## src/rtl/image_write_if.sv

```systemverilog
// Pixel-stream input and frame-memory write bus of the image_write frame sink.
interface image_write_if;
  // Pixel stream from the processing stage
  logic        VSYNC;
  logic        HSYNC;
  logic [7:0]  DATA_R0;
  logic [7:0]  DATA_G0;
  logic [7:0]  DATA_B0;
  logic [7:0]  DATA_R1;
  logic [7:0]  DATA_G1;
  logic [7:0]  DATA_B1;
  // Frame memory write port and frame status
  logic        wr_en;
  logic [20:0] wr_addr;
  logic [47:0] wr_data;
  logic        frame_done;
  logic        frame_err;
  logic [7:0]  frame_cnt;

  // Stream source / memory observer side
  modport master (
    output VSYNC, HSYNC, DATA_R0, DATA_G0, DATA_B0, DATA_R1, DATA_G1, DATA_B1,
    input  wr_en, wr_addr, wr_data, frame_done, frame_err, frame_cnt
  );

  // Frame sink side
  modport slave (
    input  VSYNC, HSYNC, DATA_R0, DATA_G0, DATA_B0, DATA_R1, DATA_G1, DATA_B1,
    output wr_en, wr_addr, wr_data, frame_done, frame_err, frame_cnt
  );
endinterface

```

## src/rtl/image_write.sv

```systemverilog
// Frame sink: tracks row/col of an incoming two-pixel-per-clock stream and writes each pixel
// pair as one 48-bit word into a bottom-up BMP frame memory.
module image_write #(
  parameter int unsigned width_of_image   = 768,
  parameter int unsigned height_of_image  = 512,
  parameter int unsigned BMP_HEADER_BYTES = 54
) (
  input logic         HCLK,
  input logic         HRESET,
  image_write_if.slave bus
);

  localparam int unsigned ROW_STRIDE = ((width_of_image * 3 + 3) / 4) * 4;
  localparam int unsigned ColW       = $clog2(width_of_image);
  localparam int unsigned RowW       = $clog2(height_of_image);
  localparam logic [ColW-1:0] LastCol = ColW'(width_of_image - 2);
  localparam logic [RowW-1:0] LastRow = RowW'(height_of_image - 1);

  typedef enum logic [1:0] {StIdle, StWait, StActive, StDone} state_e;

  state_e          state_q, state_d;
  logic [RowW-1:0] row_q;
  logic [ColW-1:0] col_q;
  logic            wr_en_q;
  logic [20:0]     wr_addr_q;
  logic [47:0]     wr_data_q;
  logic            frame_err_q;
  logic [7:0]      frame_cnt_q;

  logic        vsync, hsync;
  logic        accept, restart, short_line, frame_done;
  logic        end_of_row, last_row;
  logic [20:0] addr_calc;

  assign vsync      = bus.VSYNC;
  assign hsync      = bus.HSYNC;
  assign end_of_row = (col_q == LastCol);
  assign last_row   = (row_q == LastRow);

  // Output row 0 is the top of the image, which lives in the last BMP row.
  assign addr_calc = 21'(BMP_HEADER_BYTES) + 21'(LastRow - row_q) * 21'(ROW_STRIDE)
                   + 21'(col_q) * 21'd3;

  // FSM state register
  always_ff @(posedge HCLK or posedge HRESET) begin
    if (HRESET) begin
      state_q <= StIdle;
    end else begin
      state_q <= state_d;
    end
  end

  // FSM next-state logic
  always_comb begin
    state_d = state_q;
    unique case (state_q)
      StIdle: begin
        if (vsync) state_d = StWait;
      end
      StWait: begin
        if (accept) state_d = StActive;
      end
      StActive: begin
        if (restart) begin
          state_d = StWait;
        end else if (accept && end_of_row && last_row) begin
          state_d = StDone;
        end else if (short_line && last_row) begin
          state_d = StDone;
        end
      end
      StDone: begin
        state_d = StIdle;
      end
      default: state_d = StIdle;
    endcase
  end

  // FSM outputs: pair accept, frame restart, short-line detect and done pulse
  always_comb begin
    accept     = 1'b0;
    restart    = 1'b0;
    short_line = 1'b0;
    frame_done = 1'b0;
    unique case (state_q)
      StWait: begin
        accept = hsync;
      end
      StActive: begin
        // VSYNC has priority: a pair arriving with it is dropped.
        restart    = vsync;
        accept     = hsync & ~vsync;
        short_line = ~vsync & ~hsync & (col_q != '0);
      end
      StDone: begin
        frame_done = 1'b1;
      end
      default: ;
    endcase
  end

  // Position tracking, write pipeline and frame status
  always_ff @(posedge HCLK or posedge HRESET) begin
    if (HRESET) begin
      row_q       <= '0;
      col_q       <= '0;
      wr_en_q     <= 1'b0;
      wr_addr_q   <= '0;
      wr_data_q   <= '0;
      frame_err_q <= 1'b0;
      frame_cnt_q <= '0;
    end else begin
      wr_en_q <= accept;
      if (accept) begin
        wr_addr_q <= addr_calc;
        wr_data_q <= {bus.DATA_B1, bus.DATA_G1, bus.DATA_R1,
                      bus.DATA_B0, bus.DATA_G0, bus.DATA_R0};
      end

      if (state_q == StIdle && vsync) begin
        row_q       <= '0;
        col_q       <= '0;
        frame_err_q <= 1'b0;
      end else if (restart) begin
        row_q       <= '0;
        col_q       <= '0;
        frame_err_q <= 1'b1;
      end else if (accept) begin
        if (end_of_row) begin
          col_q <= '0;
          row_q <= row_q + RowW'(1);
        end else begin
          col_q <= col_q + ColW'(2);
        end
      end else if (short_line) begin
        // Missing pairs of a short line are simply skipped.
        frame_err_q <= 1'b1;
        col_q       <= '0;
        row_q       <= row_q + RowW'(1);
      end

      if (state_q != StDone && state_d == StDone) begin
        frame_cnt_q <= frame_cnt_q + 8'd1;
      end
    end
  end

  assign bus.wr_en      = wr_en_q;
  assign bus.wr_addr    = wr_addr_q;
  assign bus.wr_data    = wr_data_q;
  assign bus.frame_done = frame_done;
  assign bus.frame_err  = frame_err_q;
  assign bus.frame_cnt  = frame_cnt_q;

endmodule

```

## src/flat_wrapper.sv

```systemverilog
// flat-port wrapper written by rule: the top's interface ports become plain ports
module image_write_flat 
#(
  parameter int unsigned width_of_image   = 768,
  parameter int unsigned height_of_image  = 512,
  parameter int unsigned BMP_HEADER_BYTES = 54
)
  (HCLK, HRESET, bus_VSYNC, bus_HSYNC, bus_DATA_R0, bus_DATA_G0, bus_DATA_B0, bus_DATA_R1, bus_DATA_G1, bus_DATA_B1, bus_wr_en, bus_wr_addr, bus_wr_data, bus_frame_done, bus_frame_err, bus_frame_cnt);
  image_write_if bus_i ();
  input logic HCLK;
  input logic HRESET;
  input wire logic [$bits(bus_i.VSYNC)-1:0] bus_VSYNC;
  input wire logic [$bits(bus_i.HSYNC)-1:0] bus_HSYNC;
  input wire logic [$bits(bus_i.DATA_R0)-1:0] bus_DATA_R0;
  input wire logic [$bits(bus_i.DATA_G0)-1:0] bus_DATA_G0;
  input wire logic [$bits(bus_i.DATA_B0)-1:0] bus_DATA_B0;
  input wire logic [$bits(bus_i.DATA_R1)-1:0] bus_DATA_R1;
  input wire logic [$bits(bus_i.DATA_G1)-1:0] bus_DATA_G1;
  input wire logic [$bits(bus_i.DATA_B1)-1:0] bus_DATA_B1;
  output wire logic [$bits(bus_i.wr_en)-1:0] bus_wr_en;
  output wire logic [$bits(bus_i.wr_addr)-1:0] bus_wr_addr;
  output wire logic [$bits(bus_i.wr_data)-1:0] bus_wr_data;
  output wire logic [$bits(bus_i.frame_done)-1:0] bus_frame_done;
  output wire logic [$bits(bus_i.frame_err)-1:0] bus_frame_err;
  output wire logic [$bits(bus_i.frame_cnt)-1:0] bus_frame_cnt;
  assign bus_i.VSYNC = bus_VSYNC;
  assign bus_i.HSYNC = bus_HSYNC;
  assign bus_i.DATA_R0 = bus_DATA_R0;
  assign bus_i.DATA_G0 = bus_DATA_G0;
  assign bus_i.DATA_B0 = bus_DATA_B0;
  assign bus_i.DATA_R1 = bus_DATA_R1;
  assign bus_i.DATA_G1 = bus_DATA_G1;
  assign bus_i.DATA_B1 = bus_DATA_B1;
  assign bus_wr_en = bus_i.wr_en;
  assign bus_wr_addr = bus_i.wr_addr;
  assign bus_wr_data = bus_i.wr_data;
  assign bus_frame_done = bus_i.frame_done;
  assign bus_frame_err = bus_i.frame_err;
  assign bus_frame_cnt = bus_i.frame_cnt;
  image_write #(.width_of_image(width_of_image), .height_of_image(height_of_image), .BMP_HEADER_BYTES(BMP_HEADER_BYTES)) u_core (.HCLK(HCLK), .HRESET(HRESET), .bus(bus_i));
endmodule
```

## config.mk

```make
export PLATFORM = sky130hd
export DESIGN_NAME = image_write_flat
export DESIGN_NICKNAME = d
export VERILOG_FILES = /design/src/rtl/image_write_if.sv /design/src/rtl/image_write.sv /design/src/flat_wrapper.sv
export SDC_FILE = /design/constraint.sdc
export NUM_CORES = 1
export LEC_CHECK = 0
export BUFFER_PORTS_ARGS = -buffer_cell sky130_fd_sc_hd__buf_2
export CORE_AREA = 2 2 104 106
export DETAILED_ROUTE_END_ITERATION = 16
export DIE_AREA = 0 0 106 108
export PLACE_DENSITY_LB_ADDON = 0.25
export SETUP_SLACK_MARGIN = 0.1
export SYNTH_ARGS = -nofsm -noshare
export SYNTH_HDL_FRONTEND = slang
export SYNTH_SLANG_ARGS = --single-unit
```

## constraint.sdc

```tcl
create_clock -name HCLK -period 4.4 [get_ports HCLK]
set_input_delay 0.88 -clock HCLK [delete_from_list [all_inputs] [get_ports HCLK]]
set_output_delay 0.88 -clock HCLK [all_outputs]
set_load 0.02 [all_outputs]
```

* After elaboration in Yosys (flattened, before gate mapping)
Cells that the tools add are included.
** Storage, ports and cells
- Register bits after elaboration :: 100
- Bits of input ports :: 52
- Word-level logic and storage cells :: 65
** Cells by class
- Add/subtract/negate cells :: 6
- Multipliers :: 2
- Equality and inequality tests :: 9
- Mux-type cells :: 24
- Bitwise operators :: 5
- Reductions and logical operators :: 11
** Operator list (count)
- $mux 10 :: 5
- $mux 9 :: 5
- $add 21x12->21 :: 1
- $add 6x21->21 const A :: 1
- $mul 21x4->13 const B :: 1
- $mul 10x2->12 const B :: 1
- $add 10x2->10 const B :: 1
- $eq 10x10->1 const B :: 1
- $mux 2 :: 5
- $reduce_bool 10->1 :: 1
- $sub 9x9->10 const A :: 1
- $add 9x1->9 const B :: 1
- $eq 9x9->1 const B :: 1
- $add 8x1->8 const B :: 1
- $pmux 2 s4 :: 1
- $mux 1 :: 7
- $eq 2x2->1 const B :: 3
- $logic_and 1x1->1 :: 5
- $ne 4x4->1 const B :: 1
- $reduce_and 2->1 :: 2
- $reduce_bool 4->1 :: 1
- $and 1x1->1 :: 3
- $ne 3x3->1 const B :: 1
- $reduce_bool 3->1 :: 1
- 5 further kinds :: 6

* Longest topological paths before layout
Gate-level depths: netlist of run 1.
- Depth after elaboration :: 11
- Mapped depth :: 11
- Gate-level depth less buffers :: 10

* Worst setup path before layout of run 1
No wires, ideal clock.
- Path kind :: reg2reg
- Start :: register u_core.row_q[1]
- End :: register u_core.wr_addr_q[19], in the netlist u_core.bus.wr_addr[19]
- Arrival :: 2.630 ns
- Required time :: 4.266 ns
- Setup slack :: 1.637 ns
- Cell stages (with the launch flop) :: 11
- Period minus slack after synthesis :: 2.763 ns
- Cell sequence :: dfrtp_1 -> inv_1 -> ha_1 -> ha_1 -> fa_1 -> a211oi_1 -> nor4b_1 -> nand4b_1 -> and4bb_2 -> xor2_1 -> o21ai_0
** Between the ends
- Longest elaborated chain between the ends :: 4
** RTL lines
- from (decl) :: RTL line image_write.sv:22 : logic [RowW-1:0] row_q;
- from (signal assigned) :: RTL line image_write.sv:131 : row_q <= row_q + RowW'(1);
- from (signal assigned) :: RTL line image_write.sv:139 : row_q <= row_q + RowW'(1);
- $sub 9x9->10 :: RTL line image_write.sv:41 : assign addr_calc = 21'(BMP_HEADER_BYTES) + 21'(LastRow - row_q) * 21'(ROW_STRIDE)
- $mul 21x4->13 :: RTL line image_write.sv:41
- $add 6x21->21 :: RTL line image_write.sv:41
- $add 21x12->21 :: RTL line image_write.sv:42 : + 21'(col_q) * 21'd3;
- to (signal assigned) :: RTL line image_write.sv:115 : wr_addr_q <= addr_calc;
- to (decl) :: RTL line image_write.sv:25 : logic [20:0] wr_addr_q;
No other way between the ends.
A chain may end at the register's enable or synchronous reset.

* Worst setup path after layout of run 1
- Start :: register u_core.row_q[4]
- End :: register u_core.wr_addr_q[19], in the netlist u_core.bus.wr_addr[19]
The elaborated chain is that of the path after synthesis.

==> results of run 1 <==
[synthesized netlist by cell type, drive strengths merged (5+ instances only)]
library cell  count
xnor2            16
ha               45
and3             11
buf               5
inv              35
o21bai            6
o21ai            45
nand2b            6
nand2           190
clkbuf           16
xor2              7
dfrtp            98
nand4             6
a21oi            19
nor2             20
nand3            18
a31oi             5
[critical path: cells and delay by family, from the launching register on]
family                     cells  cell delay, ps
buffers and inverters          1             130
AOI/OAI and AO/OA              2             640
and+or+nand+nor                3             740
adders and majority gates      3             910
DFF                            1             400
xor gates and xnor gates       1             140
[flip-flops by register name, indices dropped and copies added (netlist names)]
name                  count
u_core.bus.wr_data       48
u_core.bus.wr_addr       20
u_core.col_q              9
u_core.row_q              9
u_core.bus.frame_cnt      8
u_core.state_q            2
u_core.bus.frame_err      1
u_core.bus.wr_en          1
[layer usage]
layer	global-route usage	wire length, um	up-vias
li1	-	-	2326
met3	0.0350	541	14
met2	0.366	5770	131
met5	0	0	-
met4	0.0639	164	0
met1	0.307	5840	2245
[through the flow]
stage          hold WS [ps]  power (W)
3_3_place_gp            452    0.00360
2_1_floorplan           461    0.00304
4_1_cts                 482    0.00430
6_report                478    0.00427
5_1_grt                 499    0.00464
3_5_place_dp            457    0.00369
[kinds of logic (layout without fill, tap and decap cells)]
kind of cell    count (synthesis)  after routing  share of synthesized area
simple gates                  281            281                      0.227
compound gates                107            107                      0.125
flops                          98             98                      0.447
buf+inv                        56            184                     0.0408
fa+ha+maj                      49             49                      0.117
xor+xnor                       23             23                     0.0367
mux                             3              3                    0.00570
other cells                     1              1                   0.000684
[final cells by class]
class / count / area, sq um
clock buffer: 9 / 124
timing repair buffer: 133 / 673
sequential: 98 / 2450
fill: 879 / 3790
multi-input combinational: 464 / 2810
clock inverter: 7 / 83.8
tap: 136 / 170
inverter: 35 / 134
[how the worst max path moves through the flow]
stage	cells after the start	slack [ps]	to
after floorplan	1	960	u_core.bus.frame_cnt[0]
after global placement	10	1450	u_core.bus.wr_addr[19]
after detailed placement	10	1350	u_core.bus.wr_addr[19]
after CTS	10	1340	u_core.bus.wr_addr[19]
after global routing	10	1020	u_core.bus.wr_addr[19]
final	10	1300	u_core.bus.wr_addr[19]
[cells in the final DEF (no fill, tap or decap), types with 2 or more instances in the layout]
cell type / synthesis / layout
clkinvlp_4: 0 / 3
nand2_1: 190 / 190
o21bai_1: 5 / 5
a21o_1: 3 / 3
and3_1: 11 / 11
a2111oi_0: 3 / 3
or3_1: 3 / 3
a211o_1: 2 / 2
a221oi_1: 2 / 2
a311o_1: 2 / 2
buf_4: 1 / 3
and2_1: 3 / 3
nor4_1: 3 / 3
xnor2_1: 16 / 16
clkbuf_8: 0 / 9
nor3b_1: 4 / 4
nand4b_1: 2 / 2
a22oi_1: 2 / 2
o21ai_0: 45 / 45
nor3_1: 4 / 4
a211oi_1: 4 / 4
a21oi_1: 19 / 19
a31o_2: 2 / 2
nand3_1: 18 / 18
buf_2: 2 / 130
inv_1: 34 / 33
nand4_1: 6 / 6
mux2i_1: 2 / 2
a31oi_1: 5 / 5
dfrtp_1: 98 / 98
and4_1: 3 / 3
xor2_1: 7 / 7
fa_1: 4 / 4
inv_8: 0 / 2
o31ai_1: 2 / 2
nand2b_1: 6 / 6
nor2_1: 20 / 20
ha_1: 45 / 45
[power breakdown]
| part | internal (W) | switching, W | total (W) |
|---|---|---|---|
| clock network | 0.000273 | 0.000332 | 0.000605 |
| logic | 0.000784 | 0.00144 | 0.00223 |
| registers | 0.00123 | 0.000199 | 0.00143 |
| total | 0.00229 | 0.00197 | 0.00427 |
==> impl_summary.txt, run 1 <==
----------------------------------------------------
[Route]
  Average via count per standard cell ... 5.35
  Count of unresolved DRC violations after routing ... 0
  Sum of routed wire length over all layers ... 12300 um
  Routed wirelength normalized by instance count ... 14.0 um
  Number of design-rule violations left by the first detailed-router iteration ... 332
  Final ANT Viol Nets ... 0
  Pre-antenna DRT Iters ... 5
  Total via count in the routed design ... 4716

[Critical path]
  Element type at the critical path end ... flip-flop
  Sequence of cells on the critical path ... inv_1 -> ha_1 -> ha_1 -> fa_1 -> a211oi_1 -> nor4b_1 -> nand4b_1 -> and4bb_2 -> xor2_1 -> o21ai_0
  Reg2reg end ... u_core.bus.wr_addr[19]
  Type of the worst setup path ... reg2reg
  Setup slack, reg-to-reg ... 1300 ps
  Cell with the largest stage delay on the worst path ... a211oi_1
  CP dominant cell by count ... ha_1
  Number of cells on the worst reg-to-reg path ... 10
  CP Data Required Time ... 4610 ps
  Data arrival time of the worst path ... 3310 ps
  Startpoint of the worst register-to-register path ... u_core.row_q[4]
  Startpoint kind of the worst setup timing path ... flip-flop
  Delay of the slowest cell on the worst path ... 560 ps
  Worst-path fanout max ... 6
  Worst setup path start ... u_core.row_q[4]

[Final layout]
  Antenna diode count ... 0
  Nets ... 842
  Post-route design area ... 6440 sq um
  Share of post-route cells with drive strength above 1 ... 0.217
  Final instance count without filler cells ... 882
  Layout overhead on the synthesized area ... 17.5%
  Post-Route Utilization ... 0.630

[Clock tree]
  Count of buffers added by post-CTS timing repair for setup ... 0
  TritonCTS clock tree ... done
  Number of instances resized during post-cts repair ... 0
  Clock buffers created by TritonCTS ... 9
  Cts hold-fix bufs ... 0
  Maximum count of clock buffers along a single path ... 2
  Clock network latency to the later pin of the worst-skew pair ... 360 ps
  Root Driver ... clkbuf_8
  Clk sink count ... 98
  Clock transition at the registers of the reported paths ... 100 ps
  CTS H-tree depth ... 3

[STA]
  Unrepaired setup endpoints after global routing ... false
  Setup Skew ... 14.7 ps
  Number of pins exceeding their max-slew limit in the final report ... 0
  Post-route minimum period ... 3100 ps
  Setup TNS ... 0 ps
  Relative slew margins ... 0.455
  Pin slew with the least headroom to its limit ... 818 ps
  Worst Slack Setup Final ... 1300 ps
  Final hold violation count ... 0
  Final setup violation count ... 0
  Maximum clock rate ... 323 MHz
  Final cycle utilization of the critical path ... 0.704

[Global route]
  Global route total overflow ... 0
  Initial antenna violation count ... 0
  Number of global-route vias before repair ... 4479
  Global-route wire length before repair ... 20700 um
  Maximum number of pins on one net before global-route repair ... 86
  Global Route Usage Sum ... 0.222

[Hold path]
  End of the worst hold path ... u_core.bus.wr_data[10]
  Beginning of the worst hold path ... u_core.bus.wr_data[10]
  Hold-critical path depth ... 2
  Worst hold-check path type ... reg2reg

[Synth]
  Cell variety after synth ... 60
  Per-instance average area after synthesis ... 8.87 sq um
  Area of the mapped netlist ... 5480 sq um
  Count of yosys warnings during synthesis ... 0
  Synthesized flop and latch total ... 98
  Synth Net Count ... 719
  Sequential area share after synthesis ... 0.447
  Cell types with the largest area share after synthesis ... dfrtp_1, nand2_1, ha_1
  Predominant post-synthesis flop cell ... dfrtp_1
  Share of synthesized registers carrying an async set or reset ... 1.00
  Cell count after synthesis ... 618
  Top cell type's share of synthesized area ... 0.447
  Count of flip-flops with a built-in enable after synthesis ... 0
  Cell type with the largest total area after synthesis ... dfrtp_1

[Place]
  Final HPWL DP ... 9040 um
  Worst slack after detailed placement ... 1350 ps
  I/O Buffers ... 130
  DP Area ... 6240 sq um
  Routability-driven placement congestion ratio ... 0.876
  Placed cell count ... 866

[Floorplanning]
  I/O pins ... 132
  Floorplan die area ... 11400 sq um
  Rows ... 37
  Effective utilization at floorplan ... 0.536
  Die Y-Extent ... 108 um
  Horizontal extent of the die ... 106 um
  Area of the placeable core ... 10200 sq um

[Power and ir drop]
  Leakage power figure ... 3.39 nW
  Power density relative to cell area ... 662 nW/um^2
  Worst-case vdd ir drop ... 0.000336 V

[Job]
  Reported max-cap violation count ... 0

[Run status]
  Status ... finished clean

----------------------------------------------------
Power figures use the tool's default switching activity.
==> run 2: changes to the inputs <==
--- a/config.mk
+++ b/config.mk
@@ -6,9 +6,9 @@
 export NUM_CORES = 1
 export LEC_CHECK = 0
 export BUFFER_PORTS_ARGS = -buffer_cell sky130_fd_sc_hd__buf_2
-export CORE_AREA = 2 2 104 106
+export CORE_AREA = 2 2 109 111
 export DETAILED_ROUTE_END_ITERATION = 16
-export DIE_AREA = 0 0 106 108
+export DIE_AREA = 0 0 111 113
 export PLACE_DENSITY_LB_ADDON = 0.25
 export SETUP_SLACK_MARGIN = 0.1
 export SYNTH_ARGS = -nofsm -noshare
==> constraint.sdc (replaced) <==
create_clock -name HCLK -period 2.5 [get_ports HCLK]
set_input_delay 0.5 -clock HCLK [delete_from_list [all_inputs] [get_ports HCLK]]
set_output_delay 0.5 -clock HCLK [all_outputs]
set_load 0.02 [all_outputs]
==> impl_summary.txt, run 2 (same netlist as run 1, synthesis figures left out) <==
----------------------------------------------------
[Route]
  Final ANT Viol Nets ... 0
  Pre-antenna DRT Iters ... 5
  Number of design-rule violations left by the first detailed-router iteration ... 321
  Sum of routed wire length over all layers ... 15100 um
  Routed wirelength normalized by instance count ... 15.3 um
  Count of unresolved DRC violations after routing ... 0
  Total via count in the routed design ... 5224
  Average via count per standard cell ... 5.30

[Floorplanning]
  Area of the placeable core ... 11300 sq um
  Horizontal extent of the die ... 111 um
  Die Y-Extent ... 113 um
  I/O pins ... 132
  Floorplan die area ... 12500 sq um
  Rows ... 39
  Effective utilization at floorplan ... 0.487

[Global route]
  Global-route wire length before repair ... 24000 um
  Global Route Usage Sum ... 0.234
  Number of global-route vias before repair ... 5047
  Global route total overflow ... 0
  Initial antenna violation count ... 0
  Maximum number of pins on one net before global-route repair ... 76

[Final layout]
  Number of flip-flops in the largest register ... 48
  Nets ... 939
  Antenna diode count ... 0
  Share of post-route cells with drive strength above 1 ... 0.388
  Most common cell after layout, fill and taps aside ... nand2_1
  Post-Route Utilization ... 0.689
  Layout overhead on the synthesized area ... 41.5%
  Most used cells in the layout excluding fill and tap cells ... nand2_1, buf_2, dfrtp_1
  Final instance count without filler cells ... 985

[Critical path]
  Startpoint of the worst register-to-register path ... u_core.row_q[2]
  Startpoint kind of the worst setup timing path ... flip-flop
  Crit. path cell count ... 10
  Sequence of cells on the critical path ... inv_2 -> ha_4 -> buf_4 -> ha_1 -> a21o_4 -> a2111oi_4 -> o221a_2 -> and4bb_2 -> xor2_1 -> o21ai_1
  Number of cells on the worst reg-to-reg path ... 10
  Category of cells accounting for the largest share of critical-path delay ... compound AO/OA/AOI/OAI gates
  CP Data Required Time ... 2710 ps
  Type of the worst setup path ... reg2reg
  Worst setup path start ... u_core.row_q[2]
  Cell with the largest stage delay on the worst path ... dfrtp_1
  Crit path buf inv count ... 2
  Data arrival time of the worst path ... 2830 ps
  Element type at the critical path end ... flip-flop
  Delay of the slowest cell on the worst path ... 400 ps
  Worst-path fanout max ... 4

[Clock tree]
  Clock buffers created by TritonCTS ... 9
  Clock transition at the registers of the reported paths ... 70 ps
  Cts hold-fix bufs ... 0
  Clock network latency to the later pin of the worst-skew pair ... 350 ps
  TritonCTS clock tree ... done
  Maximum count of clock buffers along a single path ... 2
  Clk sink count ... 98
  Root Driver ... clkbuf_16
  CTS H-tree depth ... 3

[Power and ir drop]
  Leakage power figure ... 3.99 nW
  Power density relative to cell area ... 1230 nW/um^2
  Worst-case vdd ir drop ... 0.000742 V

[STA]
  Setup TNS ... -407 ps
  Post-route minimum period ... 2620 ps
  Relative slew margins ... 0.513
  Final cycle utilization of the critical path ... 1.05
  Final hold violation count ... 0
  Number of pins exceeding their max-slew limit in the final report ... 0
  Final setup violation count ... 6
  Maximum clock rate ... 381 MHz
  Setup Skew ... 8.04 ps
  Worst Slack Setup Final ... -121 ps
  Unrepaired setup endpoints after global routing ... true
  Pin slew with the least headroom to its limit ... 728 ps

[Run status]
  Status ... complete, but fails checks
  Violations in the final reports ... negative setup slack

[Place]
  Worst slack after detailed placement ... -225 ps
  Final HPWL DP ... 10400 um
  Placed cell count ... 954
  I/O Buffers ... 130
  Routability-driven placement congestion ratio ... 0.883

[Job]
  Reported max-cap violation count ... 0

[Hold path]
  Worst hold-check path type ... in2async

----------------------------------------------------
-- run 2: report_power, final --
part	leakage [nW]	internal [W]	switching (W)	total [W]
sequential	1.25	0.00218	0.000322	0.00250
combinational	2.59	0.00242	0.00326	0.00568
clock	0.140	0.000735	0.000629	0.00136
-- run 2: metal layers --
metal | GRT usage | vias to the layer above | routed length, um
met1 | 0.314 | 2486 | 6520
met5 | 0 | - | 0
li1 | - | 2533 | -
met2 | 0.384 | 168 | 7440
met4 | 0.103 | 0 | 412
met3 | 0.0327 | 37 | 720
-- run 2: area by class of cell --
| class | instances | area [sq um] |
|---|---|---|
| fill | 878 | 3510 |
| multi-input combinational | 464 | 3270 |
| sequential | 98 | 2450 |
| timing repair buffer | 230 | 1440 |
| clock buffer | 11 | 253 |
| tap | 143 | 179 |
| inverter | 35 | 135 |
| clock inverter | 4 | 36.3 |
-- run 2: timing repair --
| action | in CTS | in global routing |
|---|---|---|
| gates resized for setup | 38 | 37 |
| pin swaps | 23 | 11 |
| endpoints found under the setup margin | 9 | 24 |
| buffers inserted | 7 | 9 |
-- run 2: through the flow --
stage	power, W	hold slack [ps]	area [sq um]
6_report	0.00954	259	7760
5_1_grt	0.0102	321	7760
4_1_cts	0.00921	279	7520
3_5_place_dp	0.00739	457	6970
3_3_place_gp	0.00723	451	6970
2_1_floorplan	0.00552	461	5580
-- run 2: final timing paths --
kind | endpoint | slack, ps
setup / recovery | u_core.bus.wr_addr[19] | -120
hold / removal | u_core.bus.wr_data[18] | 260
setup reg to reg | u_core.bus.wr_addr[19] | -120
hold reg to reg | u_core.bus.wr_data[33] | 470
max in group asynchronous | u_core.bus.wr_data[41] | 1640
min in group HCLK | u_core.bus.wr_data[28] | 330
